$ cat config.mk
export PLATFORM = sky130hd
export DESIGN_NAME = dcpu_alu_seq
export DESIGN_NICKNAME = d
export VERILOG_FILES = /design/src/rtl/dcpu_alu_seq_pkg.sv /design/src/rtl/dcpu_alu_cost.sv /design/src/rtl/dcpu_alu_seq.sv
export SDC_FILE = /design/constraint.sdc
export NUM_CORES = 1
export LEC_CHECK = 0
export CAP_MARGIN = 25
export CORE_UTILIZATION = 40
export CTS_CLUSTER_SIZE = 25
export DETAILED_ROUTE_END_ITERATION = 8
export MAX_ROUTING_LAYER = met4
export PLACE_DENSITY = 0.87
export SLEW_MARGIN = 20
export SYNTH_ARGS = -nofsm -noshare
export SYNTH_HDL_FRONTEND = slang
export SYNTH_SLANG_ARGS = --single-unit
$ cat constraint.sdc
create_clock -name clk -period 4 [get_ports clk]
set_input_delay 0.8 -clock clk [delete_from_list [all_inputs] [get_ports clk]]
set_output_delay 0.8 -clock clk [all_outputs]
set_load 0.05 [all_outputs]
$ cat src/rtl/dcpu_alu_seq_pkg.sv
// Shared opcode encodings, cycle-cost constants and sequencer states for the DCPU-16 ALU sequencer.
package dcpu_alu_seq_pkg;

  localparam logic [3:0] OP_NBI = 4'h0;
  localparam logic [3:0] OP_SET = 4'h1;
  localparam logic [3:0] OP_ADD = 4'h2;
  localparam logic [3:0] OP_SUB = 4'h3;
  localparam logic [3:0] OP_MUL = 4'h4;
  localparam logic [3:0] OP_DIV = 4'h5;
  localparam logic [3:0] OP_MOD = 4'h6;
  localparam logic [3:0] OP_SHL = 4'h7;
  localparam logic [3:0] OP_SHR = 4'h8;
  localparam logic [3:0] OP_AND = 4'h9;
  localparam logic [3:0] OP_BOR = 4'hA;
  localparam logic [3:0] OP_XOR = 4'hB;
  localparam logic [3:0] OP_IFE = 4'hC;
  localparam logic [3:0] OP_IFN = 4'hD;
  localparam logic [3:0] OP_IFG = 4'hE;
  localparam logic [3:0] OP_IFB = 4'hF;

  localparam logic [1:0] CYC_SIMPLE  = 2'd1;
  localparam logic [1:0] CYC_ARITH   = 2'd2;
  localparam logic [1:0] CYC_DIVMOD  = 2'd3;
  localparam logic [1:0] CYC_IF      = 2'd2;
  localparam logic [1:0] CYC_IF_FAIL = 2'd1;

  typedef enum logic [1:0] {
    SEQ_IDLE = 2'd0,
    SEQ_EXEC = 2'd1,
    SEQ_DONE = 2'd2
  } seq_state_t;

  function automatic logic is_if(input logic [3:0] op);
    return (op == OP_IFE) || (op == OP_IFN) || (op == OP_IFG) || (op == OP_IFB);
  endfunction

  // Opcodes whose ALU overflow output becomes the new architectural O.
  function automatic logic sets_o(input logic [3:0] op);
    return (op == OP_ADD) || (op == OP_SUB) || (op == OP_MUL) ||
           (op == OP_DIV) || (op == OP_SHL) || (op == OP_SHR);
  endfunction

endpackage

$ cat src/rtl/dcpu_alu_cost.sv
// Opcode -> cycle cost. DCPU_CYCLE_ACCURATE_EN selects the DCPU-16 cost table;
// otherwise every instruction costs a single cycle.
module dcpu_alu_cost
  import dcpu_alu_seq_pkg::*;
(
  input  logic [3:0] i_opcode,
  input  logic       i_if_fail,
  output logic [1:0] o_cyc
);

  logic [1:0] w_acc;

  always_comb begin
    w_acc = CYC_SIMPLE;
    case (i_opcode)
      OP_NBI, OP_SET, OP_AND, OP_BOR, OP_XOR:     w_acc = CYC_SIMPLE;
      OP_ADD, OP_SUB, OP_MUL, OP_SHL, OP_SHR:     w_acc = CYC_ARITH;
      OP_DIV, OP_MOD:                             w_acc = CYC_DIVMOD;
      OP_IFE, OP_IFN, OP_IFG, OP_IFB:
        w_acc = CYC_IF + (i_if_fail ? CYC_IF_FAIL : 2'd0);
      default:                                    w_acc = CYC_SIMPLE;
    endcase
  end

`ifdef DCPU_CYCLE_ACCURATE_EN
  assign o_cyc = w_acc;
`else
  logic w_unused_acc;
  assign w_unused_acc = ^w_acc;
  assign o_cyc        = CYC_SIMPLE;
`endif

endmodule

$ cat src/rtl/dcpu_alu_seq.sv
// DCPU-16 ALU sequencer: registers operands for an external dcpu_alu, models per-opcode
// cycle cost (see DCPU_CYCLE_ACCURATE_EN in dcpu_alu_cost), evaluates IF* and owns the O register.
module dcpu_alu_seq
  import dcpu_alu_seq_pkg::*;
#(
  parameter int DW = 16
) (
  input  logic          clk,
  input  logic          rst,
  input  logic          req_valid,
  output logic          req_ready,
  input  logic [3:0]    req_opcode,
  input  logic [DW-1:0] req_a,
  input  logic [DW-1:0] req_b,
  output logic [3:0]    alu_opcode,
  output logic [DW-1:0] alu_a,
  output logic [DW-1:0] alu_b,
  input  logic [DW-1:0] alu_result,
  input  logic [DW-1:0] alu_overflow,
  output logic          rsp_valid,
  input  logic          rsp_ready,
  output logic [DW-1:0] rsp_result,
  output logic          rsp_wr,
  output logic          rsp_skip,
  output logic          rsp_err,
  output logic [DW-1:0] o_reg
);

  seq_state_t    r_state, w_next;
  logic [1:0]    r_cnt;
  logic [3:0]    r_op;
  logic [DW-1:0] r_a, r_b, r_res, r_o;
  logic          r_wr, r_skip, r_err;
  logic          w_req_ready, w_rsp_valid, w_accept, w_capture;
  logic          w_req_fail, w_cond;
  logic [1:0]    w_cyc;

  // Non-IF opcodes report "true" so they never request a skip.
  function automatic logic f_cond(input logic [3:0] op, input logic [DW-1:0] a, input logic [DW-1:0] b);
    case (op)
      OP_IFE:  return a == b;
      OP_IFN:  return a != b;
      OP_IFG:  return a > b;
      OP_IFB:  return |(a & b);
      default: return 1'b1;
    endcase
  endfunction

  // Cost is fixed at accept time, so the IF outcome is taken from the incoming operands.
  assign w_req_fail = is_if(req_opcode) & ~f_cond(req_opcode, req_a, req_b);

  dcpu_alu_cost u_cost (
    .i_opcode  (req_opcode),
    .i_if_fail (w_req_fail),
    .o_cyc     (w_cyc)
  );

  assign w_cond    = f_cond(r_op, r_a, r_b);
  assign w_accept  = (r_state == SEQ_IDLE) & req_valid;
  assign w_capture = (r_state == SEQ_EXEC) & (r_cnt == 2'd1);

  always_ff @(posedge clk) begin
    if (rst) r_state <= SEQ_IDLE;
    else     r_state <= w_next;
  end

  always_comb begin
    w_next      = r_state;
    w_req_ready = 1'b0;
    w_rsp_valid = 1'b0;
    case (r_state)
      SEQ_IDLE: begin
        w_req_ready = 1'b1;
        if (req_valid) w_next = SEQ_EXEC;
      end
      SEQ_EXEC: if (r_cnt == 2'd1) w_next = SEQ_DONE;
      SEQ_DONE: begin
        w_rsp_valid = 1'b1;
        if (rsp_ready) w_next = SEQ_IDLE;
      end
      default: w_next = SEQ_IDLE;
    endcase
  end

  always_ff @(posedge clk) begin
    if (rst) begin
      r_cnt  <= '0;
      r_op   <= '0;
      r_a    <= '0;
      r_b    <= '0;
      r_res  <= '0;
      r_wr   <= 1'b0;
      r_skip <= 1'b0;
      r_err  <= 1'b0;
      r_o    <= '0;
    end else begin
      if (w_accept) begin
        r_op  <= req_opcode;
        r_a   <= req_a;
        r_b   <= req_b;
        r_cnt <= w_cyc;
      end else if ((r_state == SEQ_EXEC) && (r_cnt != 2'd1)) begin
        r_cnt <= r_cnt - 2'd1;
      end
      if (w_capture) begin
        r_err  <= (r_op == OP_NBI);
        r_skip <= is_if(r_op) & ~w_cond;
        if (is_if(r_op) || (r_op == OP_NBI)) begin
          r_res <= '0;
          r_wr  <= 1'b0;
        end else begin
          r_res <= alu_result;
          r_wr  <= 1'b1;
        end
        if (sets_o(r_op)) r_o <= alu_overflow;
      end
    end
  end

  // Handshake outputs are forced low for the whole reset assertion, not just after the edge.
  assign req_ready  = w_req_ready & ~rst;
  assign rsp_valid  = w_rsp_valid & ~rst;
  assign alu_opcode = r_op;
  assign alu_a      = r_a;
  assign alu_b      = r_b;
  assign rsp_result = r_res;
  assign rsp_wr     = r_wr;
  assign rsp_skip   = r_skip;
  assign rsp_err    = r_err;
  assign o_reg      = r_o;

endmodule
==> impl_summary.txt <==
----------------------------------------------------
[Status]
  Run status ... finished, final reports clean

[Clock tree]
  Count of clock tree sinks ... 75
  Total of hold buffers inserted after clock tree synthesis ... 0
  CTS tree ... done
  Number of buffers inserted to repair setup after CTS ... 0
  CTS-repair resized insts ... 0
  Clock-pin transition on the worst setup and hold timing paths ... 0.07 ns
  Clock H-tree levels ... 3
  Bufs on Longest Clock Path ... 2
  Clock Latency Late Sink ... 0.34 ns
  Buffer cell driving the clock tree root ... sky130_fd_sc_hd__clkbuf_8
  Num CTS Buffers ... 9

[STA]
  Pin slew with the least headroom to its limit ... 0.767 ns
  Minimum period implied by the final worst setup slack ... 2.71 ns
  Max-slew headroom ... 0.488
  Worst Clk Skew ... 0.0125 ns
  Part of the cycle the worst path needs ... 0.678
  Max Clock Freq ... 0.369 GHz
  Number of setup violations in the final report ... 0
  Worst Hold Slack ... 0.494 ns
  Pins Over Slew Limit ... 0
  Final number of hold-violating endpoints ... 0
  RSZ-0062 raised after global routing ... false
  Accumulated negative setup slack ... 0 ns

[Synth]
  Most used DFF post-synth ... sky130_fd_sc_hd__dfxtp_1
  Post-Syn Area per Cell ... 8.79 um^2
  Commonest cells in the netlist ... 76 x sky130_fd_sc_hd__nand2_1, 75 x sky130_fd_sc_hd__dfxtp_1, 45 x sky130_fd_sc_hd__a21oi_1
  Yosys top cell by area ... sky130_fd_sc_hd__dfxtp_1
  Most numerous cell in the Yosys netlist ... sky130_fd_sc_hd__nand2_1
  Count of synthesis-stage warnings from yosys ... 0
  Number of flip-flops and latches in the synthesized netlist ... 75
  Net count after synthesis ... 489
  Most area-consuming cells after synthesis ... sky130_fd_sc_hd__dfxtp_1 44%, sky130_fd_sc_hd__ha_1 12%, sky130_fd_sc_hd__nand2_1 8.5%
  Count of mapped cells out of synthesis ... 384
  Cell area after technology mapping ... 3380 um^2
  Post-synth EDFFs ... 0
  Sequential element share of the synthesized area ... 0.445
  Area share of the leading cell type in the synthesized netlist ... 0.445
  Share of flip-flops with an asynchronous set or reset after synthesis ... 0
  Number of different library cells in the post-synthesis netlist ... 36

[GRT]
  Maximum number of pins on one net before global-route repair ... 77
  Initial antenna violation count ... 0
  Via count of the first global-routing pass ... 2,961
  Final global-route overflow total ... 0
  All-Layer GR Usage ... 0.209
  First-pass GRT wire length ... 14,100 um

[Worst setup path]
  Maximum fanout count along the critical path ... 3
  Critical path endpoint category ... output pin
  Critical path's largest stage delay ... 0.84 ns
  Worst Reg2Reg Path Length in Cells ... 5
  Type of the worst setup path ... in -> out
  Required time of the critical path ... 3.20 ns
  CP arrival ... 1.91 ns
  Startpoint types ... input pin
  Critical Path, Cell by Cell ... buf_2 -> nor3_1 -> clkdlybuf4s50_1
  Slowest CP cell ... sky130_fd_sc_hd__clkdlybuf4s50_1

[Detailed routing]
  Detailed-route wire length ... 9100 um
  Remaining design rule violation count ... 0
  DRT antenna net count ... 0
  Mean routed wirelength per cell ... 14.5 um
  Vias per cell ... 4.96
  First drt pass iteration count ... 4
  Routed via count ... 3,122
  Number of violations reported at the end of detailed-routing iteration 0 ... 83

[Floorplan]
  Area of the die ... 8810 um^2
  Starting density of the core ... 0.413
  Overall die width ... 93.9 um
  Floorplan row count ... 33
  Area of the core region ... 8180 um^2
  DIE HEIGHT ... 93.9 um
  I/O pin count ... 145

[Placement]
  Count of buffers from port buffering ... 144
  Detailed Place HPWL ... 6710 um
  Final RePlAce weighted congestion ... 0.761

[Layout]
  Sequential cell area in the final layout ... 1500 um^2
  Layout cell share with drive strength beyond 1 ... 0.0457
  Number of filler cells placed in the layout ... 716
  Final nets ... 626
  Antenna Diode Count ... 0
  Synth-to-layout area growth ... 49.7%
  Area of the multi-input gates ... 1680 um^2

[Hold path]
  Path type of the worst min-delay path ... reg -> reg
  Worst hold stages ... 2

[Flow run]
  # Max-Cap Violations ... 0

[Pwr]
  PD cells ... 366 nW/um^2
  Leakage component of the power ... 0.00211 uW
  IR Drop Worst-Case VDD ... 0.000255 V

----------------------------------------------------
[layout make-up]
cell class	count	area share
clock buffer	11	0.0280
clock inverter	4	0.0102
multi-input combinational	269	0.333
timing repair buffer	148	0.292
tap	105	0.0260
inverter	18	0.0134
sequential	75	0.297
[logic make-up after synthesis]
family | share of synthesized area
multiplexers | 0.0534
XOR/XNOR | 0.00259
buffers and inverters | 0.0604
AO/OA/AOI/OAI | 0.129
adder cells (fa/ha/maj) | 0.122
AND/OR/NAND/NOR | 0.187
flip-flops | 0.445
[where the power goes]
| part | internal, uW | switching (uW) |
|---|---|---|
| Combinational | 188 | 261 |
| Sequential | 783 | 41.9 |
| Clock | 302 | 272 |
| Total | 1270 | 575 |
[worst max-delay path, delay by kind of cell]
| kind | cells | cell delay (ns) |
|---|---|---|
| buffers and inverters | 2 | 0.95 |
| AND/OR/NAND/NOR | 1 | 0.16 |
[cells in the final DEF (no fill, tap or decap), types with 2 or more instances in the layout]
master / count
sky130_fd_sc_hd__a21oi_1: 45
sky130_fd_sc_hd__a22oi_1: 16
sky130_fd_sc_hd__buf_4: 2
sky130_fd_sc_hd__clkbuf_8: 10
sky130_fd_sc_hd__clkdlybuf4s50_1: 143
sky130_fd_sc_hd__dfxtp_1: 75
sky130_fd_sc_hd__ha_1: 33
sky130_fd_sc_hd__inv_1: 18
sky130_fd_sc_hd__mux2i_1: 18
sky130_fd_sc_hd__nand2_1: 76
sky130_fd_sc_hd__nand3_1: 2
sky130_fd_sc_hd__nand3b_1: 3
sky130_fd_sc_hd__nand4_1: 5
sky130_fd_sc_hd__nor2_1: 40
sky130_fd_sc_hd__nor3_1: 3
sky130_fd_sc_hd__nor3b_1: 2
sky130_fd_sc_hd__nor4_1: 6
sky130_fd_sc_hd__o21ai_0: 4
[routing by layer]
layer,global-route usage,vias to the layer above,part of all wire
li1,-,1566,-
met1,0.256,1461,0.43
met2,0.354,80,0.51
met3,0.0291,15,0.041
met4,0.0679,0,0.016
met5,-,-,0
[final timing paths]
| path | from | end | slack, ns |
|---|---|---|---|
| min reg2reg | rsp_wr | rsp_wr | 0.49 |
| min | rsp_wr | rsp_wr | 0.49 |
| max | rst | req_ready | 1.29 |
| max reg2reg | r_cnt[0] | rsp_result[8] | 2.01 |
[through the flow]
step | util | cells | setup WS (ns) | area, um^2 | total power, uW
floorplan | - | 384 | 0.918 | 3380 | 1110
global placement | 0.590 | 613 | 1.30 | 4830 | 1270
detailed placement | 0.592 | 614 | 1.29 | 4840 | 1290
CTS | 0.616 | 629 | 1.27 | 5030 | 1860
global route | 0.618 | 630 | 1.22 | 5050 | 1930
finish | 0.618 | 630 | 1.29 | 5050 | 1850
No activity file was read; power rests on OpenSTA's default activity.
